<file path="src/rtl/rsa_operand_loader.sv">
// ---------------------------------------------------------------------------
// rsa_operand_loader
//
// Front-end issue block for the RSA modular-exponentiation core. It collects
// the plaintext M, the exponent E and the modulus N from a valid/ready word
// stream, in that order. It holds the three operands stable for the core and
// fires a one-cycle start pulse. Further input is blocked until the core
// returns its end-of-computation flag.
//
// Optional feature (macro RSA_OPERAND_CHECK_EN):
//   When defined, the operand set is validated at the N handshake. An even
//   modulus (including 0), a modulus of 1, or M >= N rejects the set. A
//   rejected set raises err, does not launch the core, and returns to
//   waiting for a new M. err clears on the next accepted M word. When the
//   macro is undefined there is no check logic and err is tied low.
//
// Ports:
//   clk       in   system clock, all state on rising edge
//   rstb      in   synchronous active-low reset
//   en        in   global clock-enable; when low all state and outputs hold
//   in_valid  in   host presents a word on in_data
//   in_data   in   operand word (M, then E, then N)
//   in_ready  out  loader accepts the word this cycle
//   eoc       in   end-of-computation from the core
//   M_o       out  registered plaintext to core
//   E_o       out  registered exponent to core
//   N_o       out  registered modulus to core
//   start     out  one-cycle launch pulse to core
//   busy      out  computation launched and not yet finished
//   err       out  last operand set rejected (check feature only)
// ---------------------------------------------------------------------------
module rsa_operand_loader #(
    parameter int WIDTH = 4
) (
    input  logic             clk,
    input  logic             rstb,
    input  logic             en,
    input  logic             in_valid,
    input  logic [WIDTH-1:0] in_data,
    output logic             in_ready,
    input  logic             eoc,
    output logic [WIDTH-1:0] M_o,
    output logic [WIDTH-1:0] E_o,
    output logic [WIDTH-1:0] N_o,
    output logic             start,
    output logic             busy,
    output logic             err
);

    typedef enum logic [2:0] {
        S_M     = 3'd0,
        S_E     = 3'd1,
        S_N     = 3'd2,
        S_START = 3'd3,
        S_WAIT  = 3'd4
    } state_t;

    state_t           state_q, state_d;
    logic [WIDTH-1:0] m_q, m_d;
    logic [WIDTH-1:0] e_q, e_d;
    logic [WIDTH-1:0] n_q, n_d;
    logic             loading;
    logic             accept;
    logic             nReject;

    // The outputs are gated by rstb so that they read 0 during the reset
    // cycle itself, not only after the reset edge has been taken.
    assign loading  = (state_q == S_M) || (state_q == S_E) || (state_q == S_N);
    assign in_ready = rstb & en & loading;
    assign start    = rstb & en & (state_q == S_START);
    assign busy     = rstb & ((state_q == S_START) || (state_q == S_WAIT));
    assign accept   = in_valid & in_ready;

    assign M_o = m_q;
    assign E_o = e_q;
    assign N_o = n_q;

`ifdef RSA_OPERAND_CHECK_EN
    logic err_q, err_d;

    // The candidate modulus is judged on the word being handed over, and
    // against the M already captured earlier in this set.
    assign nReject = ~in_data[0] | (in_data == WIDTH'(1)) | (m_q >= in_data);
    assign err     = err_q;
`else
    assign nReject = 1'b0;
    assign err     = 1'b0;
`endif

    // Next-state and operand capture. en does not appear here because it is
    // already folded into accept, and the register process below holds
    // everything whenever en is low.
    always_comb begin
        state_d = state_q;
        m_d     = m_q;
        e_d     = e_q;
        n_d     = n_q;
`ifdef RSA_OPERAND_CHECK_EN
        err_d   = err_q;
`endif
        case (state_q)
            S_M: begin
                if (accept) begin
                    m_d     = in_data;
                    state_d = S_E;
`ifdef RSA_OPERAND_CHECK_EN
                    err_d   = 1'b0;
`endif
                end
            end
            S_E: begin
                if (accept) begin
                    e_d     = in_data;
                    state_d = S_N;
                end
            end
            S_N: begin
                if (accept) begin
                    n_d = in_data;
                    if (nReject) begin
                        state_d = S_M;
`ifdef RSA_OPERAND_CHECK_EN
                        err_d   = 1'b1;
`endif
                    end else begin
                        state_d = S_START;
                    end
                end
            end
            S_START: begin
                // eoc is deliberately ignored here, even if the core raises
                // it in the same cycle as start.
                state_d = S_WAIT;
            end
            S_WAIT: begin
                if (eoc) begin
                    state_d = S_M;
                end
            end
            default: begin
                state_d = S_M;
            end
        endcase
    end

    // State and operand registers. Reset abandons any run in progress;
    // en low freezes every register.
    always_ff @(posedge clk) begin
        if (!rstb) begin
            state_q <= S_M;
            m_q     <= '0;
            e_q     <= '0;
            n_q     <= '0;
        end else if (en) begin
            state_q <= state_d;
            m_q     <= m_d;
            e_q     <= e_d;
            n_q     <= n_d;
        end
    end

`ifdef RSA_OPERAND_CHECK_EN
    // Rejection flag, held in the same clock-enable domain as the state.
    always_ff @(posedge clk) begin
        if (!rstb) begin
            err_q <= 1'b0;
        end else if (en) begin
            err_q <= err_d;
        end
    end
`endif

endmodule
</file>
<file path="config.mk">
export PLATFORM = sky130hd
export DESIGN_NAME = rsa_operand_loader
export DESIGN_NICKNAME = d
export VERILOG_FILES = /design/src/rtl/rsa_operand_loader.sv
export SDC_FILE = /design/constraint.sdc
export NUM_CORES = 1
export LEC_CHECK = 0
export ABC_CLOCK_PERIOD_IN_PS = 1250
export CAP_MARGIN = 20
export CORE_MARGIN = 1.5
export CORE_UTILIZATION = 37
export CTS_CLUSTER_DIAMETER = 40
export DETAILED_ROUTE_END_ITERATION = 8
export GPL_TIMING_DRIVEN = 1
export MAX_ROUTING_LAYER = met4
export PLACE_DENSITY = 0.7
export RECOVER_POWER = 25
export SYNTH_ARGS = -nofsm -noshare
export SYNTH_HDL_FRONTEND = slang
export SYNTH_SLANG_ARGS = --single-unit
export TNS_END_PERCENT = 20
</file>
<file path="constraint.sdc">
create_clock -name clk -period 1.25 [get_ports clk]
set_input_delay 0.25 -clock clk [delete_from_list [all_inputs] [get_ports clk]]
set_output_delay 0.25 -clock clk [all_outputs]
set_load 0.01 [all_outputs]
</file>
==> results.yml, run 1 <==
flow_run:
  cap_violations: 0
logic_synthesis:
  yosysUniqueCellTypes: 24
  muxShareOfSynthArea_pct: 17.0
  synth_top_family_by_area: "simple AND/OR/NAND/NOR gates"
  synthesis.area_sq_um: 708
  synth_warnings: 0
  postSynthAreaPerCell_sq_um: 9.70
  syn-instance-count: 73
  synth-xor-area-share_pct: 0
  synthAdderAreaFrac_pct: 0
  synth_compound_area_share_pct: 8.13
  yosys.area_share.simple_pct: 27.7
  synth_nets: 82
  ys_ff_latch: 15
  synth-seq-area-share_pct: 42.4
worst_hold_path:
  min_path_type: "reg2reg"
critical_path:
  crit_path_start_kind: "flip-flop"
  path_max_fanout: 5
  crit_path_top_delay_cell: "dfxtp_2"
  critical_path.top_delay_family: "simple AND/OR/NAND/NOR gates"
  cpMostUsedCell: "buf_6"
  crit_arrival_ns: 1.64
  cp.buffers_inverters: 2
  slowest_delay_ns: 0.36
  end_kind: "flip-flop"
  cp_cell_sequence: "buf_6, nand4b_1, nor3b_4, buf_6, mux2i_1"
  crit_required_ns: 1.47
  crit_type: "reg2reg"
clocking:
  clkTransAtPathRegs_ns: 0.10
  cts_tree: "done"
  clockRootBuffer: "clkbuf_4"
  clock_latency_ns: 0.28
  clock-sinks: 15
  clk_path_buf_depth: 2
  cts-buffers-inserted: 3
  htree_levels: 1
  cts-hold-fix-buffers: 0
global_route:
  antenna_found_initial: 0
  grt_max_degree: 21
  grt_pass1_wl_um: 2630
  grt-ovfl-total: 0
  grt_pass1_vias: 561
  grt_use_total_pct: 17.8
final_layout:
  drive_above_1_share_pct: 26.9
  final_core_util_pct: 60.9
  layout.nets: 118
  n_antenna_cell: 0
  syn2layout_area_growth_pct: 51.6
  design_area_sq_mm: 0.00107
  stdcell_count: 133
floorplan:
  die_w_um: 46.8
  die-area_sq_mm: 0.00219
  core_area_sq_mm: 0.00176
  rows: 15
  initial_core_util_pct: 40.1
  die_y_um: 46.8
  io_pins: 25
routing:
  wirelength_um: 1640
  drt_iter0_markers: 6
  via_per_inst: 4.84
  vias: 644
  ant_nets: 0
  wire_per_inst_um: 12.4
  firstDrtPassIters: 4
  drc_errors: 0
placement:
  portBuffers: 23
  hpwl_um: 1150
  place_area_sq_mm: 0.00101
  dp.cells: 125
  gp_congestion: 0.712
pwr:
  leakagePower_nw: 0.463
  p_per_area_mw_per_mm2: 851
  ir_worst_vdd_mv: 0.556
sta:
  finalCritPeriodShare_pct: 114
  maxSlewViolCount: 0
  hold_viol: 0
  grt_setup_unrepaired: "yes"
  fin_skew_ns: 0.00323
  setup_tns_ns: -1.45
  fin_ws_ns: -0.169
  setup_viol: 12
  max_freq_mhz: 705
  min_period_ns: 1.42
outcome:
  violations: "setup timing"
  status: "finished with violations"
-- worst paths after layout --
kind,from,to,slack (ns),cells after the start
min reg2reg,E_o[3]$_SDFFE_PN0P_,E_o[3]$_SDFFE_PN0P_,0.46,2
min,E_o[3]$_SDFFE_PN0P_,E_o[3]$_SDFFE_PN0P_,0.46,2
max reg2reg,state_q[0]$_SDFFE_PN0P_,N_o[3]$_SDFFE_PN0P_,-0.17,5
max,state_q[0]$_SDFFE_PN0P_,N_o[3]$_SDFFE_PN0P_,-0.17,5
-- timing repair --
action                     4_1_cts  5_1_grt
buffers inserted                 4        0
setup endpoints to repair       28       16
gates resized for setup         37        1
pin swaps                        3        1
-- per-layer routing --
layer	global-route usage (%)	wire (um)	vias to the layer above	part of all wire (%)
li1	-	-	320	-
met4	6.67	6	0	0.36
met2	29.7	825	18	50
met5	-	0	-	0
met3	2.31	80	2	4.9
met1	21.8	731	304	44
-- where the power goes --
part	switching, W	total (W)	internal (W)
clock	0.000163	0.000282	0.000119
sequential	0.00000805	0.000497	0.000488
combinational	0.0000616	0.000135	0.0000732
total	0.000233	0.000913	0.000680
-- through the flow --
stage	hold slack [ns]	setup WS, ns	power (W)
floorplan	0.433	0.00501	0.000567
global placement	0.442	-0.550	0.000633
detailed placement	0.445	-0.576	0.000636
CTS	0.464	-0.168	0.000920
global route	0.482	-0.235	0.000950
finish	0.459	-0.169	0.000913
-- cell usage in the layout (no fill, tap or decap), drive strengths merged, types with 2 or more instances in the layout --
cell type and count:
nand2 20, buf 17, dlygate4sd2 15, dfxtp 15
mux2i 12, clkdlybuf4s50 5, clkbuf 3, nor2b 2
o21a 2, o31ai 2, nor3b 2
-- area by class of cell --
class	count	area (sq um)
Fill cell	166	691
Multi-Input combinational cell	52	383
Timing Repair Buffer	37	328
Sequential cell	15	304
Tap cell	25	31.3
Clock buffer	3	22.5
Clock inverter	1	5.00
-- cells in the mapped netlist (all sizes together) --
library cell | n | area, sq um
nor3b | 2 | 26.3
or4b | 1 | 10.0
nand2b | 1 | 6.26
a211oi | 1 | 7.51
nor3 | 1 | 16.3
buf | 4 | 22.5
mux2i | 12 | 120
and3b | 1 | 8.76
o21ai | 1 | 5.00
nor4 | 1 | 21.3
nor4b | 1 | 8.76
nand2 | 20 | 77.6
a21boi | 1 | 7.51
nor2b | 2 | 12.5
o21a | 2 | 15.0
dfxtp | 15 | 300
nand4b | 1 | 8.76
a22oi | 1 | 7.51
o31ai | 2 | 15.0
conb | 1 | 3.75
clkbuf | 2 | 7.51
-- tightest hold or removal path: cells and delay by family (launching register included) --
| kind | cells | cell delay, ns |
|---|---|---|
| simple gates | 1 | 0.05 |
| flops | 1 | 0.32 |
| mux | 1 | 0.05 |
-- cells by family (layout without fill, tap and decap cells) --
family / after synthesis / in the layout
other: 1 / 1
buffers and inverters: 6 / 41
AO/OA/AOI/OAI: 8 / 8
flip-flops: 15 / 15
multiplexers: 12 / 12
AND/OR/NAND/NOR: 31 / 31
-- state kept, by name (all words and copies together), names as in the netlist --
| name | flops |
|---|---|
| E_o | 4 |
| M_o | 4 |
| N_o | 4 |
| state_q | 3 |
No activity file was read; power rests on OpenSTA's default activity.
==> inputs of run 2 (changes only) <==
ABC_CLOCK_PERIOD_IN_PS = 1350   (was 1250)
CAP_MARGIN = 15   (was 20)
CTS_BUF_LIST = sky130_fd_sc_hd__clkbuf_2   (was not set)
PLACE_DENSITY = 0.68   (was 0.7)
clock period = 1.35 ns   (was 1.25 ns; I/O delays follow)
==> run 2 against run 1 <==
- the run still ends with setup timing left
- critical path depth is 2 lower
- sequential power down 7.4%
- register-to-register slack improved by 0.12 ns
- clock skew up 0.013 ns
- critical path type is now reg2out
- critical endpoint is now busy
- largest power group unchanged
==> results.yml, run 2 (synthesis results as in run 1) <==
placement:
  dpl_worst_slack_ns: -0.506
  hpwl_um: 1200
  place_area_sq_mm: 0.00103
  portBuffers: 23
  gp_congestion: 0.768
routing:
  wirelength_um: 1760
  via_per_inst: 4.75
  wire_per_inst_um: 12.8
  drc_errors: 0
  firstDrtPassIters: 4
  ant_nets: 0
  drt_iter0_markers: 2
  vias: 655
sta:
  fin_skew_ns: 0.0163
  hold_viol: 0
  finalCritPeriodShare_pct: 108
  grt_setup_unrepaired: "yes"
  max_freq_mhz: 685
  maxSlewViolCount: 0
  min_period_ns: 1.46
  fin_ws_ns: -0.111
  setup_viol: 8
  timing.hold.ws_ns: 0.470
global_route:
  antenna_found_initial: 0
  grt_pass1_wl_um: 2670
  grt_max_degree: 10
  grt-ovfl-total: 0
  grt_use_total_pct: 18.6
  grt_pass1_vias: 607
pwr:
  leakagePower_nw: 0.489
  netSwitchingFraction_pct: 26.6
  p_sw_w: 0.000213
  p_per_area_mw_per_mm2: 724
  pwr-share-seq_pct: 57.5
  ir_worst_vdd_mv: 0.507
  pwr-share-comb_pct: 15.8
  p_clk_share_pct: 26.6
  p_int_w: 0.000588
final_layout:
  syn2layout_area_growth_pct: 56.2
  final_common_cell: "nand2_1"
  n_fill_cell: 172
  layout.nets: 123
  final_core_util_pct: 62.7
  n_antenna_cell: 0
  design_area_sq_mm: 0.00111
  final_cell_mix: "nand2_1, dlygate4sd2_1, buf_4"
  drive_above_1_share_pct: 31.9
floorplan:
  die_w_um: 46.8
  rows: 15
  die-area_sq_mm: 0.00219
  die_y_um: 46.8
  core_area_sq_mm: 0.00176
  initial_core_util_pct: 40.1
  io_pins: 25
clocking:
  clock_latency_ns: 0.28
  clk_path_buf_depth: 2
  cts-buffers-inserted: 3
  clock-sinks: 15
  cts_tree: "done"
  htree_levels: 1
  clockRootBuffer: "clkbuf_2"
  cts-hold-fix-buffers: 0
  clkTransAtPathRegs_ns: 0.16
critical_path:
  crit_start: "state_q[2]$_SDFFE_PN0P_"
  end_kind: "output pin"
  crit_required_ns: 1.08
  timing.reg2reg.setup_slack_ns: -0.05
  path_max_fanout: 3
  timing.rr.start: "state_q[0]$_SDFFE_PN0P_"
  crit_path_start_kind: "flip-flop"
  crit_arrival_ns: 1.19
  crit_type: "reg2out"
outcome:
  violations: "setup timing"
  status: "finished with violations"
worst_hold_path:
  worst_hold_startpoint: "M_o[2]$_SDFFE_PN0P_"
  min_path_type: "reg2reg"
flow_run:
  cap_violations: 0
-- run 2: cell types whose count changed in the layout (fill, tap and decap cells not counted), sizes merged --
cell | previous run | this run
buf | 17 | 22
-- run 2: worst max-delay path, cell delays in order, from the launching register on --
cell     delay (ns)
dfxtp_2        0.38
and3b_2        0.23
o21a_1         0.16
buf_2          0.13
-- run 2: final timing paths --
| path | end | cells past startpoint |
|---|---|---|
| setup / recovery | busy | 3 |
| hold / removal | M_o[2]$_SDFFE_PN0P_ | 2 |
| setup reg to reg | N_o[2]$_SDFFE_PN0P_ | 5 |
| hold reg to reg | M_o[2]$_SDFFE_PN0P_ | 2 |
-- run 2: layer usage --
layer	wire length, um	share of wire (%)	track usage, %	vias to the layer above
met5	0	0	-	-
met4	17	0.96	8.33	0
met3	88	5.0	4.62	2
met2	904	51	31.1	18
met1	754	43	21.0	306
li1	-	-	-	329
-- run 2: layout make-up --
class	instances	area, sq um	share of cell area, %
clock buffer	3	15.0	1.36
clock inverter	1	5.00	0.452
multi-input combinational	52	389	35.2
sequential	15	304	27.5
tap	25	31.3	2.83
timing repair buffer	42	362	32.7
-- run 2: power by group through the flow --
| stage | Combinational, W | Sequential (W) | Clock (W) |
|---|---|---|---|
| 2_1_floorplan | 0.0000572 | 0.000468 | 0 |
| 3_3_place_gp | 0.000119 | 0.000468 | 0 |
| 3_5_place_dp | 0.000122 | 0.000468 | 0 |
| 4_1_cts | 0.000126 | 0.000459 | 0.000224 |
| 5_1_grt | 0.000137 | 0.000462 | 0.000244 |
| 6_report | 0.000127 | 0.000460 | 0.000213 |
-- run 2: repair_timing --
action	4_1_cts	5_1_grt
endpoints found under the hold margin	0	0
pin swaps	5	1
resized for setup	35	4
endpoints found under the setup margin	24	15
gates cloned	0	0
buffers inserted	6	1
-- run 2: through the flow --
step	total power, W	std cells	TNS (ns)
after floorplan	0.000525	73	0
after global placement	0.000587	127	-6.00
after detailed placement	0.000590	127	-6.50
after CTS	0.000809	137	-0.423
after global routing	0.000843	138	-1.36
final	0.000801	138	-0.415
